`src/rtl/serial_adder_pkg.sv`:
```
// Shared types for the bit-serial adder: FSM state encoding and counter sizing.
package serial_adder_pkg;

  typedef enum logic [1:0] {
    IDLE = 2'd0,
    RUN  = 2'd1,
    DONE = 2'd2
  } state_e;

  // Bit counter width; a 1-bit floor keeps the vector legal for tiny widths.
  function automatic int cnt_w(input int width);
    return (width < 2) ? 1 : $clog2(width);
  endfunction

endpackage

```
`src/rtl/serial_adder_full_adder.sv`:
```
// One-bit full adder cell shared by the serial adder datapath.
module full_adder (
  input  logic a_i,
  input  logic b_i,
  input  logic ci_i,
  output logic s_o,
  output logic co_o
);

  assign s_o  = a_i ^ b_i ^ ci_i;
  assign co_o = (a_i & b_i) | (ci_i & (a_i ^ b_i));

endmodule

```
`src/rtl/serial_adder.sv`:
```
// Bit-serial WIDTH-bit adder: one full_adder cell, LSB-first, start/done handshake.
// Define SERIAL_ADD_OVF_EN to add the registered signed-overflow output ovf.
module serial_adder
  import serial_adder_pkg::*;
#(
  parameter int WIDTH = 8
) (
  input  logic             clk,
  input  logic             rst_n,
  input  logic             start,
  input  logic [WIDTH-1:0] a,
  input  logic [WIDTH-1:0] b,
  input  logic             cin,
  output logic             busy,
  output logic             done,
  output logic [WIDTH-1:0] sum,
  output logic             cout
`ifdef SERIAL_ADD_OVF_EN
  ,
  output logic             ovf
`endif
);

  localparam int CNT_W = cnt_w(WIDTH);
  localparam logic [CNT_W-1:0] LAST_BIT = CNT_W'(WIDTH - 1);

  // Handshake: start is accepted on an edge where busy=0 (IDLE or DONE);
  // done is a one-cycle pulse and sum/cout are valid from then until the next acceptance.
  state_e           state_q;
  logic [WIDTH-1:0] a_q, b_q, res_q, res_d;
  logic [WIDTH-1:0] sum_q;
  logic [CNT_W-1:0] cnt_q;
  logic             carry_q, cout_q, busy_q, done_q;
  logic             fa_s, fa_co;

  full_adder u_fa (
    .a_i  (a_q[0]),
    .b_i  (b_q[0]),
    .ci_i (carry_q),
    .s_o  (fa_s),
    .co_o (fa_co)
  );

  always_comb begin
    res_d = {fa_s, res_q[WIDTH-1:1]};
  end

`ifdef SERIAL_ADD_OVF_EN
  logic ovf_q;
  assign ovf = ovf_q;
`endif

  always_ff @(posedge clk or negedge rst_n) begin
    if (!rst_n) begin
      state_q <= IDLE;
      a_q     <= '0;
      b_q     <= '0;
      res_q   <= '0;
      sum_q   <= '0;
      cnt_q   <= '0;
      carry_q <= 1'b0;
      cout_q  <= 1'b0;
      busy_q  <= 1'b0;
      done_q  <= 1'b0;
`ifdef SERIAL_ADD_OVF_EN
      ovf_q   <= 1'b0;
`endif
    end else begin
      case (state_q)
        IDLE, DONE: begin
          done_q <= 1'b0;
          if (start) begin
            a_q     <= a;
            b_q     <= b;
            carry_q <= cin;
            cnt_q   <= '0;
            busy_q  <= 1'b1;
            state_q <= RUN;
          end else begin
            state_q <= IDLE;
          end
        end
        RUN: begin
          res_q   <= res_d;
          carry_q <= fa_co;
          a_q     <= a_q >> 1;
          b_q     <= b_q >> 1;
          if (cnt_q == LAST_BIT) begin
            // Counter holds at the last bit rather than wrapping.
            sum_q   <= res_d;
            cout_q  <= fa_co;
`ifdef SERIAL_ADD_OVF_EN
            ovf_q   <= carry_q ^ fa_co;
`endif
            busy_q  <= 1'b0;
            done_q  <= 1'b1;
            state_q <= DONE;
          end else begin
            cnt_q <= cnt_q + CNT_W'(1);
          end
        end
        default: begin
          busy_q  <= 1'b0;
          done_q  <= 1'b0;
          state_q <= IDLE;
        end
      endcase
    end
  end

  assign busy = busy_q;
  assign done = done_q;
  assign sum  = sum_q;
  assign cout = cout_q;

endmodule

```
`config.mk`:
```
export PLATFORM = sky130hd
export DESIGN_NAME = serial_adder
export DESIGN_NICKNAME = d
export VERILOG_FILES = /design/src/rtl/serial_adder_pkg.sv /design/src/rtl/serial_adder_full_adder.sv /design/src/rtl/serial_adder.sv
export SDC_FILE = /design/constraint.sdc
export NUM_CORES = 1
export LEC_CHECK = 0
export ABC_AREA = 0
export BUFFER_PORTS_ARGS = -buffer_cell sky130_fd_sc_hd__buf_2
export CAP_MARGIN = 20
export CELL_PAD_IN_SITES_DETAIL_PLACEMENT = 0
export CELL_PAD_IN_SITES_GLOBAL_PLACEMENT = 1
export CORE_MARGIN = 2
export CORE_UTILIZATION = 39
export CTS_CLUSTER_DIAMETER = 80
export DETAILED_ROUTE_END_ITERATION = 16
export GPL_ROUTABILITY_DRIVEN = 0
export PLACE_DENSITY_LB_ADDON = 0.1
export REMOVE_ABC_BUFFERS = 1
export SYNTH_ARGS = -nofsm -noshare
export SYNTH_HDL_FRONTEND = slang
export SYNTH_SLANG_ARGS = --single-unit
```
`constraint.sdc`:
```
create_clock -name clk -period 1.5 [get_ports clk]
set_input_delay 0.075 -clock clk [delete_from_list [all_inputs] [get_ports clk]]
set_output_delay 0.075 -clock clk [all_outputs]
set_load 0.02 [all_outputs]
```
==> qor.csv <==
metric,value,unit
mapped cell area,1840,µm²
Worst IR Drop VDD,0.659,mV
H-tree depth,2,
worst hold path type,in2reg,
worst-path fanout max,5,
Crit. End Element,register,
PD cells,2080,nW/µm²
vias in the first global route,1306,
cts bufs inserted,5,
root buf cell,clkbuf_8,
overall routing resource usage,0.154,
CTS Buffer Depth,2,
post-synthesis sequential area ratio,0.543,
crit path time final,1.42,ns
Slew @ Worst Pin,0.374,ns
Rel. slew slack,0.750,
Die Span X,72.7,µm
# fillers,454,
Worst EP arrival,1.60,ns
"Power, Total",4.67,mW
layout cell share with drive strength beyond 1,0.295,
Yosys reg bits,40,
initial antenna violation count,0,
Hold Fails Final Rpt,0,
status,finished clean,
CTS tree,yes,
die area,5290,µm²
final-report max-slew violation count,0,
Worst setup SP type,register,
leakage,1.09,nW
Initial DRT Pass Iterations,4,
Synth area leader,dfrtp_1,
DRC Markers,0,
Worst Reg-to-Reg Cells,4,
DR iter-0 viols,100,
FMAX,705,MHz
DP Wirelength,2520,µm
number of cells after detailed placement,253,
Mapped Cells,169,
"Avg Cell Area, Syn",10.9,µm²
critical path type,reg2reg,
synth top area cells,"dfrtp_1, mux2_4, nand2_1",
# IOs,31,
Hold Startpoint,b[3],
setup violators final,0,
# rows,25,
data required time of the worst path,1.68,ns
Post-DRT Antenna Nets,0,
Area Growth Syn to Fin,21.9,%
via/cell ratio,5.03,
first-pass GRT wire length,6250,µm
Starting Density,0.398,
multi-input logic area,805,µm²
RSZ-0062 raised after global routing,false,
nets@finish,233,
largest net degree at the start of global routing,41,
Core Footprint,4630,µm²
reg-to-reg startpoint,cnt_q[0],
Storage cell area,1000,µm²
DR WL/cell,14.1,µm
worst reg2reg setup slack,0.08,ns
ANT cells,0,
Congestion Overflow GR,0,
Post-Layout Cell Count,264,
Clock Sinks,40,
Routed Wire Length,3720,µm
Die H,72.7,µm
Max-cap violations,0,
hold path depth,3,
Final period util,0.945,
FF-to-FF End,cout,
clk_skew,0.00614,ns
worst hold path endpoint,b_q[3],
clock latency on the worst-skew pair,0.29,ns
input/output buffers,30,
via count,1329,
"Warnings, synthesis",0,
Clock Pin Slew Worst Setup and Hold Paths,0.08,ns
post-synth top area share,0.543,
synth unique cells,23,
[cell usage after synthesis]
| library cell | instances |
|---|---|
| fa_1 | 1 |
| nor3_1 | 6 |
| a22o_1 | 2 |
| mux2i_1 | 10 |
| mux2_4 | 9 |
| a21oi_1 | 9 |
| o22ai_1 | 6 |
| nand2_4 | 1 |
| nand3_1 | 3 |
| ha_1 | 3 |
| o211ai_1 | 2 |
| clkbuf_1 | 1 |
| buf_2 | 8 |
| nor2b_1 | 11 |
| inv_1 | 1 |
| nand2_1 | 28 |
| o21ai_0 | 2 |
| a211oi_1 | 9 |
| xor2_1 | 1 |
| buf_4 | 1 |
| nand2b_1 | 2 |
| dfrtp_1 | 40 |
| nor2_1 | 13 |
[stage by stage]
step	setup TNS, ns	setup slack [ns]	hold slack, ns	cell area, µm²	utilization
3_3_place_gp	0	0.0651	0.0601	2100	0.453
5_1_grt	0	0.0246	0.0784	2250	0.485
4_1_cts	0	0.00624	0.0523	2230	0.481
3_5_place_dp	0	0.0250	0.0628	2100	0.453
2_1_floorplan	-9.45	-0.658	-0.221	1790	-
6_report	0	0.0822	0.0577	2250	0.485
[critical path: stages, from the launching register on]
cell and delay, ns:
dfrtp_1 0.39, ha_1 0.23, ha_2 0.23, nand2_4 0.14, mux2_4 0.31
[logic make-up after synthesis]
group | share of synthesized area
flops | 0.543
mux | 0.128
compound gates | 0.105
fa+ha+maj | 0.0313
simple gates | 0.158
buf+inv | 0.0299
xor+xnor | 0.00476
[flip-flops by register name, indices dropped and copies added (netlist names)]
name     count
a_q          8
b_q          8
busy         1
carry_q      1
cnt_q        3
cout         1
done         1
res_q        7
state_q      2
sum          8
[how the worst max path moves through the flow]
stage	start	end	slack, ns	cells past startpoint
6_report	cnt_q[0]	cout	0.08	4
5_1_grt	cnt_q[1]	cout	0.02	4
4_1_cts	cnt_q[0]	cout	0.006	4
3_5_place_dp	cnt_q[0]	sum[3]	0.03	4
3_3_place_gp	cnt_q[0]	sum[6]	0.07	4
2_1_floorplan	state_q[0]	cout	-0.66	3
[cells in the final DEF (no fill, tap or decap)]
cell / count
nor2_2: 1
nor2b_2: 1
buf_12: 1
bufinv_16: 1
dfrtp_1: 40
nor2_1: 12
clkinv_2: 1
a22o_1: 2
nor3_1: 6
nand3_1: 3
o22ai_1: 6
xor2_1: 1
a21oi_1: 9
inv_1: 1
fa_1: 1
o211ai_1: 2
nand2b_1: 2
o21ai_0: 2
dlygate4sd3_1: 2
mux2i_1: 10
nand2_1: 28
mux2_4: 9
buf_2: 30
ha_1: 2
buf_4: 9
ha_2: 1
clkbuf_8: 5
a211oi_1: 9
clkinvlp_4: 1
nand2_4: 2
nor2b_1: 10
[cell type report]
type                    instances  share of cell area
multi-input cells             119               0.358
clock inverters                 3              0.0189
well taps                      54              0.0301
repair buffers                 42               0.115
inverters                       1             0.00167
clock buffers                   5              0.0306
flip-flops and latches         40               0.446
[where the power goes]
group | switching [mW] | total, mW | internal, mW | leakage, nW
clock network | 0.391 | 0.883 | 0.492 | 0.0541
registers | 0.326 | 1.90 | 1.58 | 0.489
logic | 0.995 | 1.88 | 0.885 | 0.544
[metal layers]
metal	share of wire	track usage	up-vias
met5	0	0	-
met4	0.014	0.0679	0
met3	0.038	0.0345	5
met2	0.48	0.248	32
met1	0.47	0.200	630
li1	-	-	662
[what timing repair did]
item,4_1_cts,5_1_grt
hold buffers,2,0
hold endpoints to repair,41,0
buffers inserted,0,0
setup endpoints to repair,0,10
gates resized for setup,0,4
No activity file was read; power rests on OpenSTA's default activity.
